**src/rtl/axi_line_fill_pkg.sv**
```systemverilog
// Shared AXI and instruction-cache definitions for the line-fill engine.
package axi_line_fill_pkg;

    localparam int AXI_DATA_WIDTH    = 32;
    localparam int ICACHE_LINE_SIZE  = 32;
    localparam int ICACHE_LINE_BEATS = ICACHE_LINE_SIZE * 8 / AXI_DATA_WIDTH;

    typedef enum logic [1:0] {
        AXI_BURST_FIXED = 2'b00,
        AXI_BURST_INCR  = 2'b01,
        AXI_BURST_WRAP  = 2'b10
    } axi_burst_type_t;

    typedef enum logic [1:0] {
        AXI_RESP_OKAY   = 2'b00,
        AXI_RESP_EXOKAY = 2'b01,
        AXI_RESP_SLVERR = 2'b10,
        AXI_RESP_DECERR = 2'b11
    } axi_resp_t;

    typedef enum logic [2:0] {
        AXI_SIZE_1B   = 3'd0,
        AXI_SIZE_2B   = 3'd1,
        AXI_SIZE_4B   = 3'd2,
        AXI_SIZE_8B   = 3'd3,
        AXI_SIZE_16B  = 3'd4,
        AXI_SIZE_32B  = 3'd5,
        AXI_SIZE_64B  = 3'd6,
        AXI_SIZE_128B = 3'd7
    } axi_size_t;

    typedef enum logic [1:0] {
        IDLE = 2'd0,
        ADDR = 2'd1,
        DATA = 2'd2,
        DONE = 2'd3
    } fill_state_t;

endpackage

```
**src/rtl/axi_line_fill.sv**
```systemverilog
// Cache line fill engine: issues one AXI read burst (INCR or critical-word-first WRAP)
// and assembles the returned beats into a full line, flagging protocol/response errors.
module axi_line_fill
    import axi_line_fill_pkg::*;
#(
    parameter int ADDR_W     = 32,
    parameter int DATA_W     = AXI_DATA_WIDTH,
    parameter int ID_W       = 4,
    parameter int LINE_BYTES = ICACHE_LINE_SIZE,
    parameter int FILL_ID    = 0,
    localparam int BEATS     = LINE_BYTES * 8 / DATA_W,
    localparam int IDX_W     = (BEATS > 1) ? $clog2(BEATS) : 1
) (
    input  logic                    clk,
    input  logic                    rst_n,
    input  logic                    req_valid,
    output logic                    req_ready,
    input  logic [ADDR_W-1:0]       req_addr,
    input  logic                    req_wrap,
    output logic                    word_valid,
    output logic [DATA_W-1:0]       word_data,
    output logic [IDX_W-1:0]        word_idx,
    output logic [LINE_BYTES*8-1:0] line_data,
    output logic                    done,
    output logic                    err,
    output logic                    arvalid,
    input  logic                    arready,
    output logic [ADDR_W-1:0]       araddr,
    output logic [ID_W-1:0]         arid,
    output logic [7:0]              arlen,
    output logic [2:0]              arsize,
    output logic [1:0]              arburst,
    input  logic                    rvalid,
    output logic                    rready,
    input  logic [DATA_W-1:0]       rdata,
    input  logic [ID_W-1:0]         rid,
    input  logic [1:0]              rresp,
    input  logic                    rlast
);

    localparam int                WORD_LSB  = $clog2(DATA_W / 8);
    localparam int                CNT_W     = $clog2(BEATS + 1);
    localparam logic [ADDR_W-1:0] LINE_MASK = ~ADDR_W'(LINE_BYTES - 1);
    localparam logic [ADDR_W-1:0] WORD_MASK = ~ADDR_W'(DATA_W / 8 - 1);
    localparam logic [IDX_W-1:0]  IDX_MASK  = IDX_W'(BEATS - 1);
    localparam logic [CNT_W-1:0]  LAST_CNT  = CNT_W'(BEATS - 1);
    localparam axi_size_t         SIZE_ENC  = axi_size_t'(WORD_LSB);

    fill_state_t              state_q, state_d;
    logic [ADDR_W-1:0]        addr_q;
    logic                     wrap_q;
    logic [IDX_W-1:0]         idx_q;
    logic [CNT_W-1:0]         cnt_q;
    logic                     err_q;
    logic [LINE_BYTES*8-1:0]  line_q;
    axi_burst_type_t          burst;
    logic                     beat_fire;
    logic                     last_beat;
    logic                     beat_err;
    logic [IDX_W-1:0]         start_idx;

    // Handshakes: a transfer happens on the rising edge where valid and ready are both 1;
    // AR fields come from registers latched at request time, so they cannot move while arvalid waits.
    assign beat_fire = (state_q == DATA) && rvalid;
    assign last_beat = (cnt_q == LAST_CNT) || rlast;
    assign beat_err  = (axi_resp_t'(rresp) != AXI_RESP_OKAY) || (rid != ID_W'(FILL_ID))
                     || (rlast != (cnt_q == LAST_CNT));

    // Critical word first: the wrap starts at the requested word's slot within the line.
    assign start_idx = wrap_q ? (IDX_W'(addr_q >> WORD_LSB) & IDX_MASK) : '0;

    assign burst     = wrap_q ? AXI_BURST_WRAP : AXI_BURST_INCR;
    assign araddr    = wrap_q ? (addr_q & WORD_MASK) : (addr_q & LINE_MASK);
    assign arid      = ID_W'(FILL_ID);
    assign arlen     = 8'(BEATS - 1);
    assign arsize    = SIZE_ENC;
    assign arburst   = burst;
    assign word_data = rdata;
    assign word_idx  = idx_q;
    assign line_data = line_q;
    assign err       = err_q;

    always_ff @(posedge clk or negedge rst_n) begin
        if (!rst_n) state_q <= IDLE;
        else        state_q <= state_d;
    end

    always_comb begin
        state_d = state_q;
        unique case (state_q)
            IDLE:    if (req_valid) state_d = ADDR;
            ADDR:    if (arready) state_d = DATA;
            DATA:    if (rvalid && last_beat) state_d = DONE;
            DONE:    state_d = IDLE;
            default: state_d = IDLE;
        endcase
    end

    always_comb begin
        req_ready  = 1'b0;
        arvalid    = 1'b0;
        rready     = 1'b0;
        word_valid = 1'b0;
        done       = 1'b0;
        unique case (state_q)
            IDLE:    req_ready = 1'b1;
            ADDR:    arvalid = 1'b1;
            DATA:    begin rready = 1'b1; word_valid = rvalid; end
            DONE:    done = 1'b1;
            default: ;
        endcase
    end

    always_ff @(posedge clk or negedge rst_n) begin
        if (!rst_n) begin
            addr_q <= '0;
            wrap_q <= 1'b0;
            idx_q  <= '0;
            cnt_q  <= '0;
            err_q  <= 1'b0;
            line_q <= '0;
        end else begin
            if (state_q == IDLE && req_valid) begin
                addr_q <= req_addr;
                wrap_q <= req_wrap;
                cnt_q  <= '0;
                err_q  <= 1'b0;
            end
            if (state_q == ADDR && arready) idx_q <= start_idx;
            if (beat_fire) begin
                for (int i = 0; i < BEATS; i++) begin
                    if (idx_q == IDX_W'(i)) line_q[i*DATA_W +: DATA_W] <= rdata;
                end
                idx_q <= (idx_q + 1'b1) & IDX_MASK;
                cnt_q <= cnt_q + 1'b1;
                err_q <= err_q | beat_err;
            end
            if (state_q == DONE) err_q <= 1'b0;
        end
    end

endmodule

```
**config.mk**
```make
export PLATFORM = sky130hd
export DESIGN_NAME = axi_line_fill
export DESIGN_NICKNAME = d
export VERILOG_FILES = /design/src/rtl/axi_line_fill_pkg.sv /design/src/rtl/axi_line_fill.sv
export SDC_FILE = /design/constraint.sdc
export NUM_CORES = 1
export LEC_CHECK = 0
export CORE_MARGIN = 1.5
export CORE_UTILIZATION = 36
export DETAILED_ROUTE_END_ITERATION = 10
export PLACE_DENSITY = 0.66
export SETUP_SLACK_MARGIN = 0.5
export SLEW_MARGIN = 20
export SYNTH_ARGS = -nofsm -noshare
export SYNTH_HDL_FRONTEND = slang
export SYNTH_SLANG_ARGS = --single-unit
```
**constraint.sdc**
```tcl
create_clock -name clk -period 2.35 [get_ports clk]
set_input_delay 0.5875 -clock clk [delete_from_list [all_inputs] [get_ports clk]]
set_output_delay 0.5875 -clock clk [all_outputs]
set_load 0.1 [all_outputs]
```
==> out/metrics.csv, run 1 <==
stage,metric,value,unit
worst_setup_path,r2r_start,state_q[0]$_DFFE_PN0P_,
synthesis,synth.mux.area_fraction,0.275,
route,drtIter0Drc,270,
worst_setup_path,cp_data_required_time,1.76,ns
synthesis,yosysTopAreaCellShare,0.623,
worst_setup_path,reg2regPathDepth,8,
clocking,cts_tree,built,
grt,antenna_found_initial,2,
floorplan,dieArea,34200,um^2
synthesis,seq_area_frac_synth,0.623,
floorplan,start_util,0.366,
worst_setup_path,critPathCaptureType,primary output,
grt,grt_first_pass_wirelength,47900,um
synthesis,synthFlopType,dfrtp_1,
synthesis,synthAdderAreaFrac,0.0126,
clocking,clkTransAtPathRegs,0.06,ns
timing,slew_violations,0,
grt,grt_start_max_net_pins,71,
timing,finalHoldViolCount,0,
grt,grt_pass1_vias,7937,
layout,diodes,0,
clocking,cts_htree_levels,1,
layout,layout-drive-gt1-share,0.639,
worst_setup_path,critical_path.max_fanout,2,
timing,fin_ws,0.267,ns
grt,overflow,0,
worst_setup_path,worstSetupStartpointType,flip-flop,
synthesis,yosysTopAreaCell,dfrtp_1,
timing,hold_slack,0.0157,ns
layout,nNetsFinal,1273,
timing,fin_setup_tns,0,ns
floorplan,die_x,185,um
synthesis,yosys.area_share.simple,0.0147,
synthesis,syn_area,11900,um^2
synthesis,ys_seq_elements,297,
route,via_count,7577,
route,routed_wirelength,32100,um
synthesis,synthArstFlopShare,1.00,
layout,syn_to_final_growth,50.3,%
timing,clock_skew,0.0148,ns
clocking,worst_skew_pair.late_latency,0.56,ns
synthesis,synth_most_common_cell,dfrtp_1,
worst_setup_path,crit_start,state_q[0]$_DFFE_PN0P_,
synthesis,synth_edf_count,0,
floorplan,rows,66,
synthesis,syn_area_per_cell,15.7,um^2
synthesis,syn_inst,759,
timing,fmax,0.480,GHz
route,viasPerCell,4.59,
timing,slew_headroom,0.581,
synthesis,synth_area_leaders,"dfrtp_1, mux2_2, buf_4, mux2_1, ha_1",
synthesis,synthXorXnorAreaFrac,0,
synthesis,synth_common_cells,"dfrtp_1, mux2_2, buf_4",
timing,rsz0062_at_grt,true,
placed_design,port_buffers,403,
placed_design,gp_congestion,0.774,
clocking,cts.path.max_buffers,3,
clocking,cts_root_buf,clkbuf_16,
status,outcome,"complete, no violations",
route,wl_per_cell,19.5,um
floorplan,io_pins,423,
placed_design,dp_slack,-0.0534,ns
timing,setup_viol,0,
layout,fillCellCount,2782,
synthesis,ys_warn_count,0,
worst_hold_path,hold_class,primary input to asynchronous set/reset pin,
clocking,cts_sinks,297,
timing,worst_pin_slew,0.629,ns
route,drc,0,
clocking,holdBufCountCts,0,
route,first_pass_iters,4,
synthesis,synthDistinctLibCells,34,
synthesis,synth_compound_area_frac,0.00703,
flow_run,drv_cap,0,
worst_setup_path,cp_data_arrival_time,1.50,ns
synthesis,synth_top_family_by_area,multiplexers,
clocking,numCtsBuffers,31,
route,ant_nets,0,
timing,fin_crit_sh,0.886,
worst_setup_path,worstSetupPathType,flip-flop to primary output,
timing,min_period,2.08,ns
floorplan,core,32500,um^2
floorplan,die_h,185,um
placed_design,dp_hpwl,23000,um
grt,gr-usage-all-layers,0.184,
layer usage:
metal  up-vias  part of all wire  global-route usage  wire length (um)
li1       3406                 -                   -                 -
met1      3883              0.40               0.224             12800
met2       240              0.51               0.325             16500
met3        46             0.056              0.0395              1800
met4         2             0.029              0.0569               943
met5         -           0.00037                   0                12
flip-flops by register name, indices dropped and copies added, names as in the netlist:
register / cells
state_q: 2
line_data: 256
err: 1
word_idx: 3
cnt_q: 4
wrap_q: 1
addr_q: 30
cells by family (layout without fill, tap and decap cells):
family	count (synthesis)	after routing
multiplexers	291	291
AO/OA/AOI/OAI	12	12
AND/OR/NAND/NOR	29	29
flip-flops	297	297
adder cells (fa/ha/maj)	12	12
buffers and inverters	116	550
other	2	17
critical path, cell delays in order, from the launching register on:
cell and delay, ns:
dfrtp_1 0.40, inv_2 0.08, ha_4 0.15, nand2_4 0.07, inv_8 0.07, buf_12 0.16
cells in the final DEF, fill, tap and decap left out, types with 3 or more instances in the layout:
cell type	count
buf_4	294
dfrtp_1	292
mux2_2	247
buf_12	61
buf_6	48
clkdlybuf4s50_1	40
mux2_4	37
dlygate4sd2_1	33
clkbuf_16	32
conb_1	17
clkinv_2	8
inv_1	7
ha_1	7
clkbuf_8	6
bufinv_16	6
nand2_1	5
buf_8	5
mux2_1	4
ha_4	4
clkbuf_1	4
inv_2	3
and2_4	3
nand3_1	3
mux2i_1	3
a21oi_1	3
dfrtp_2	3
what timing repair did:
item,CTS,global route
pin swaps,3,7
setup buffers,8,7
setup endpoints to repair,54,248
cloned,0,1
gates resized for setup,70,53
cell type report:
class	count	area [um^2]	area share
flip-flops and latches	297	7440	0.415
repair buffers	482	4760	0.266
multi-input cells	361	4010	0.224
clock buffers	41	873	0.0487
well taps	442	553	0.0309
clock inverters	16	236	0.0132
inverters	11	48.8	0.00272
through the flow:
stage / utilization / instance area, um^2 / cells
2_1_floorplan: - / 12200 / 774
6_report: 0.551 / 17900 / 1650
3_3_place_gp: 0.503 / 16300 / 1577
4_1_cts: 0.541 / 17600 / 1642
3_5_place_dp: 0.503 / 16300 / 1577
5_1_grt: 0.551 / 17900 / 1650
final timing paths:
kind,slack [ns],to
worst max-delay path,0.27,word_valid
worst min-delay path,0.02,state_q[1]$_DFFE_PN0P_
worst max register to register,0.51,line_data[65]$_DFFE_PN0P_
worst min register to register,0.49,line_data[31]$_DFFE_PN0P_
max in group asynchronous,1.60,line_data[44]$_DFFE_PN0P_
min in group clk,0.49,line_data[31]$_DFFE_PN0P_
Power of run 1 is left out: the tool's default activity adds up to more than one toggle a clock period on the data nets, which glitch-free logic cannot reach.
==> run 2: changes to the inputs <==
CORE_ASPECT_RATIO = 0.9   (was not set)
==> run 2 against run 1 <==
  * Final area increased by 2.2%
  * Global-route usage rose by 0.19 points
  * Count of clock-buffer cells in the layout is 3 higher
  * Wire length is 5.2% higher
  * Via count grew 1.9%
  * Non-clock buffer count grew 20
  * Cell count unchanged
  * Register-to-register slack worse by 0.05 ns
  * First-iteration DRC count down 16%
  * Worst setup slack lost 0.026 ns
  * Core utilization up 0.76 points
==> out/metrics.csv, run 2 (synthesis gave the netlist of run 1 again) <==
stage,metric,value,unit,change
worst_hold_path,worstHoldPathCells,1,,
timing,min_period,2.11,ns,+0.0256 ns
layout,final_cell_mix,"buf_4, dfrtp_1, mux2_2, buf_12, mux2_4",,
grt,grt_pass1_vias,8184,,+3.1%
route,via_count,7719,,+1.9%
floorplan,io_pins,423,,unchanged
flow_run,drv_cap,0,,unchanged
clocking,clkTransAtPathRegs,0.06,ns,about the same
floorplan,dieArea,34200,um^2,about the same
worst_setup_path,cp.depth,3,,-2
floorplan,die_h,176,um,-5.0%
worst_setup_path,cp_data_arrival_time,1.52,ns,+0.02 ns
worst_setup_path,cp_cell_sequence,buf_4 > ha_1 > buf_12,,
grt,gr-usage-all-layers,0.186,,+0.00192
grt,grt_start_max_net_pins,48,,-32%
timing,hold_slack,0.500,ns,+0.485 ns
status,outcome,"complete, no violations",,
worst_setup_path,rrSetupSlack,0.46,ns,-0.05 ns
worst_setup_path,worstSetupPathType,flip-flop to primary output,,
route,drc,0,,unchanged
grt,overflow,0,,unchanged
worst_setup_path,slowest_stage,dfrtp_1,,
floorplan,die_x,195,um,+5.3%
layout,layout-drive-gt1-share,0.643,,+0.00396
clocking,cts_root_buf,clkbuf_16,,
floorplan,core,32800,um^2,+0.78%
worst_setup_path,critPathCaptureType,primary output,,
timing,fin_setup_tns,0,ns,unchanged
floorplan,start_util,0.364,,-0.00285
placed_design,dp_hpwl,22700,um,-1.2%
worst_setup_path,path_buf_inv,2,,-1
route,first_pass_iters,4,,unchanged
timing,rsz0062_at_grt,true,,
placed_design,gp_congestion,0.750,,-3.1%
route,drtIter0Drc,228,,-16%
layout,syn_to_final_growth,53.6,%,
timing,fin_crit_sh,0.897,,+0.0109
timing,setup_viol,0,,unchanged
layout,layout_commonest_cell,buf_4,,
clocking,cts_htree_levels,1,,unchanged
floorplan,rows,63,,-4.5%
worst_setup_path,cp_data_required_time,1.76,ns,about the same
worst_setup_path,worstSetupStartpointType,flip-flop,,
worst_setup_path,reg2regPathDepth,10,,+2
clocking,numCtsBuffers,30,,-3.2%
clocking,cts_sinks,297,,unchanged
timing,clock_skew,0.00873,ns,-0.00606 ns
layout,utilization,0.558,,+0.00758
layout,largest_reg_flops,256,,unchanged
route,ant_nets,0,,unchanged
clocking,worst_skew_pair.late_latency,0.55,ns,about the same
layout,postLayoutCellArea,18300,um^2,+2.2%
placed_design,placed_area,16300,um^2,-0.26%
worst_setup_path,slowest_delay,0.41,ns,about the same
clocking,cts_tree,built,,
placed_design,port_buffers,403,,unchanged
grt,antenna_found_initial,2,,unchanged
route,wl_per_cell,20.5,um,+5.2%
worst_setup_path,critical_path.max_fanout,3,,+1
grt,grt_first_pass_wirelength,49400,um,+3.2%
clocking,cts.path.max_buffers,3,,unchanged
worst_hold_path,hold_class,flip-flop to flip-flop,,
worst_setup_path,critPathTopFamily,flip-flops,,
timing,fmax,0.474,GHz,-1.2%
timing,slew_violations,0,,unchanged
timing,finalHoldViolCount,0,,unchanged
route,viasPerCell,4.68,,+1.9%
route,routed_wirelength,33800,um,+5.2%
layout,nNetsFinal,1292,,+1.5%
-- run 2: worst paths after layout --
| kind | endpoint | start |
|---|---|---|
| max | done | state_q[0]$_DFFE_PN0P_ |
| min | line_data[117]$_DFFE_PN0P_ | line_data[117]$_DFFE_PN0P_ |
| max reg2reg | line_data[139]$_DFFE_PN0P_ | state_q[0]$_DFFE_PN0P_ |
| min reg2reg | line_data[117]$_DFFE_PN0P_ | line_data[117]$_DFFE_PN0P_ |
| max in group asynchronous | line_data[141]$_DFFE_PN0P_ | rst_n |
| min in group asynchronous | line_data[152]$_DFFE_PN0P_ | rst_n |
-- run 2: through the flow --
step,setup slack (ns),std cells
finish,0.241,1650
global route,0.186,1649
CTS,0.213,1627
detailed placement,0.0781,1558
global placement,0.0896,1558
floorplan,0.405,774
-- run 2: final cells by class --
class	count	area [um^2]
Sequential cell	297	7440
Clock buffer	44	895
Multi-Input combinational cell	361	4070
Inverter	11	51.3
Tap cell	422	528
Fill cell	2656	14500
Clock inverter	12	239
Antenna cell	1	2.50
Timing Repair Buffer	502	5080
-- run 2: repair_timing --
action / in CTS / in global routing
gates resized for setup: 71 / 80
cloned: 0 / 10
hold buffers: 1 / 0
endpoints found under the hold margin: 30 / 0
pin swaps: 3 / 4
buffers inserted: 12 / 12
setup endpoints to repair: 89 / 228
-- run 2: layer usage --
metal / wire, um / global-route usage / share of wire / vias to the layer above
li1: - / - / - / 3454
met1: 14300 / 0.236 / 0.42 / 3905
met2: 16200 / 0.313 / 0.48 / 289
met3: 2240 / 0.0522 / 0.066 / 71
met4: 1030 / 0.0510 / 0.031 / 0
met5: 0 / 0 / 0 / -
-- run 2: worst reg2reg max path, stage by stage (launching register included) --
cell and delay, ns:
dfrtp_1 0.39, inv_2 0.07, ha_4 0.18, nand2_8 0.09
inv_8 0.04, buf_4 0.13, buf_12 0.14, nand3_4 0.11
buf_12 0.14, clkbuf_16 0.16, mux2_2 0.33
Power of run 2 is left out for the same reason.
==> run 3: changes to the inputs <==
CORE_MARGIN = 2   (was 1.5)
PLACE_DENSITY = 0.69   (was 0.66)
clock period = 1.9 ns   (was 2.35 ns; I/O delays follow)
==> run 3 against run 2 <==
  * The flow now finishes with violations (negative setup slack)
  * Sequential cell count unchanged
  * Non-clock buffer count increased by 24
  * Die area increased by 1.1%
  * Critical path type unchanged
  * Count of clock-buffer cells in the layout increased by 2
  * Hold slack got worse by 0.030 ns
  * Cell count increased by 1.7%
  * First-iteration DRC count increased by 7.0%
  * Wire length increased by 16%
  * Via count increased by 3.7%
  * Final area increased by 23%
  * Core utilization increased by 13 points
  * Global-route usage increased by 3.0 points
==> out/metrics.csv, run 3 (synthesis gave the netlist of run 1 again) <==
stage,metric,value,unit,change
status,outcome,finished with violations,,
status,violations,negative setup slack,,
clocking,clkTransAtPathRegs,0.06,ns,about the same
route,ant_nets,0,,unchanged
route,wl_per_cell,23.4,um,+14%
floorplan,core,32800,um^2,unchanged
clocking,cts_tree,built,,
floorplan,start_util,0.364,,unchanged
floorplan,die_h,177,um,+0.57%
route,drtIter0Drc,244,,+7.0%
timing,fin_crit_sh,1.05,,
clocking,cts_sinks,297,,unchanged
route,first_pass_iters,6,,+2
worst_setup_path,critPathCaptureType,primary output,,
grt,grt_first_pass_wirelength,55900,um,+13%
flow_run,drv_cap,0,,unchanged
route,viasPerCell,4.77,,+2.0%
grt,gr-usage-all-layers,0.216,,+0.0297
timing,setup_viol,25,,+25
grt,grt_use_met3,0.0675,,+0.0152
worst_setup_path,worstSetupPathType,flip-flop to primary output,,
layout,largest_reg_flops,256,,unchanged
grt,antenna_found_initial,1,,-1
placed_design,dp_hpwl,25200,um,+11%
worst_setup_path,cp_data_required_time,1.42,ns,-0.34 ns
worst_hold_path,hold_class,primary input to asynchronous set/reset pin,,
route,via_count,8007,,+3.7%
timing,slew_violations,0,,unchanged
worst_setup_path,r2r_start,state_q[1]$_DFFE_PN0P_,,
worst_setup_path,worstSetupStartpointType,flip-flop,,
layout,layout_commonest_cell,buf_12,,
layout,layout-drive-gt1-share,0.661,,+0.0175
placed_design,place_inst,1562,,+0.26%
layout,fin_cells,1678,,+1.7%
clocking,worst_skew_pair.late_latency,0.50,ns,-0.05 ns
clocking,cts_htree_levels,2,,+1
placed_design,gp_congestion,0.739,,-1.5%
grt,overflow,0,,unchanged
worst_setup_path,cp_data_arrival_time,1.51,ns,about the same
timing,min_period,1.99,ns,
route,routed_wirelength,39300,um,+16%
floorplan,rows,63,,unchanged
timing,fin_ws,-0.0874,ns,-0.329 ns
grt,use_met2,0.369,,+0.0556
route,drc,0,,unchanged
timing,clock_skew,0.0100,ns,+0.00131 ns
grt,grt_start_max_net_pins,70,,+46%
grt,grt_use_met1,0.262,,+0.0261
worst_setup_path,reg2regPathDepth,7,,-3
grt,grt_busiest_layer,met2,,
timing,fmax,0.503,GHz,
clocking,numCtsBuffers,34,,+13%
worst_setup_path,reg2reg_to,line_data[51]$_DFFE_PN0P_,,
clocking,cts.path.max_buffers,3,,unchanged
timing,rsz0062_at_grt,true,,
worst_setup_path,critical_path.max_fanout,4,,+1
layout,syn_to_final_growth,89.2,%,
floorplan,io_pins,423,,unchanged
timing,finalHoldViolCount,0,,unchanged
layout,nNetsFinal,1320,,+2.2%
placed_design,port_buffers,403,,unchanged
grt,grt_pass1_vias,8818,,+7.7%
worst_setup_path,rrSetupSlack,-0.02,ns,-0.48 ns
floorplan,die_x,196,um,+0.51%
layout,final_cell_mix,"buf_12, dfrtp_1, mux2_2, mux2_4, clkdlybuf4s50_1",,
clocking,cts_root_buf,clkbuf_16,,
floorplan,dieArea,34600,um^2,+1.1%
run 3: routing by layer:
metal  wire length, um  up-vias
li1                  -     3517
met1             15900     4121
met2             19700      305
met3              2680       64
met4              1020        0
met5                 0        -
run 3: layout make-up:
| type | instances | area (um^2) |
|---|---|---|
| fill | 2117 | 10200 |
| timing repair buffer | 526 | 9110 |
| sequential | 297 | 7440 |
| multi-input combinational | 361 | 4280 |
| clock buffer | 46 | 977 |
| tap | 422 | 528 |
| clock inverter | 14 | 156 |
| inverter | 11 | 55.1 |
| antenna | 1 | 2.50 |
run 3: how the worst max path moves through the flow:
| stage | start | end | slack (ns) | cells past startpoint |
|---|---|---|---|---|
| final | state_q[1]$_DFFE_PN0P_ | word_valid | -0.09 | 5 |
| after global routing | state_q[1]$_DFFE_PN0P_ | word_valid | -0.15 | 5 |
| after CTS | state_q[1]$_DFFE_PN0P_ | word_valid | -0.11 | 5 |
| after detailed placement | rlast | state_q[1]$_DFFE_PN0P_ | -0.27 | 6 |
| after global placement | rlast | state_q[1]$_DFFE_PN0P_ | -0.27 | 6 |
| after floorplan | state_q[1]$_DFFE_PN0P_ | addr_q[10]$_DFFE_PN0P_ | -0.05 | 5 |
run 3: critical path: stages, from the launching register on:
cell,delay (ns)
dfrtp_2,0.44
ha_4,0.18
nand2_4,0.08
inv_8,0.03
buf_12,0.11
buf_16,0.15
run 3: what timing repair did:
action / in CTS / in global routing
setup endpoints to repair: 622 / 623
cloned: 13 / 7
endpoints found under the hold margin: 31 / 0
pin swaps: 7 / 4
resized for setup: 46 / 82
hold buffers: 1 / 0
buffers inserted: 16 / 18
run 3: metrics by stage:
step	cell area (um^2)	utilization	setup TNS [ns]	hold WS, ns	setup slack [ns]
final	22600	0.688	-0.333	0.471	-0.0874
after global routing	22600	0.688	-5.70	0.490	-0.150
after CTS	21900	0.667	-0.637	0.479	-0.113
after detailed placement	20000	0.611	-25.16	0.404	-0.268
after global placement	20000	0.611	-20.61	0.392	-0.274
after floorplan	12300	-	-2.60	0.179	-0.0452
Power of run 3 is left out for the same reason.
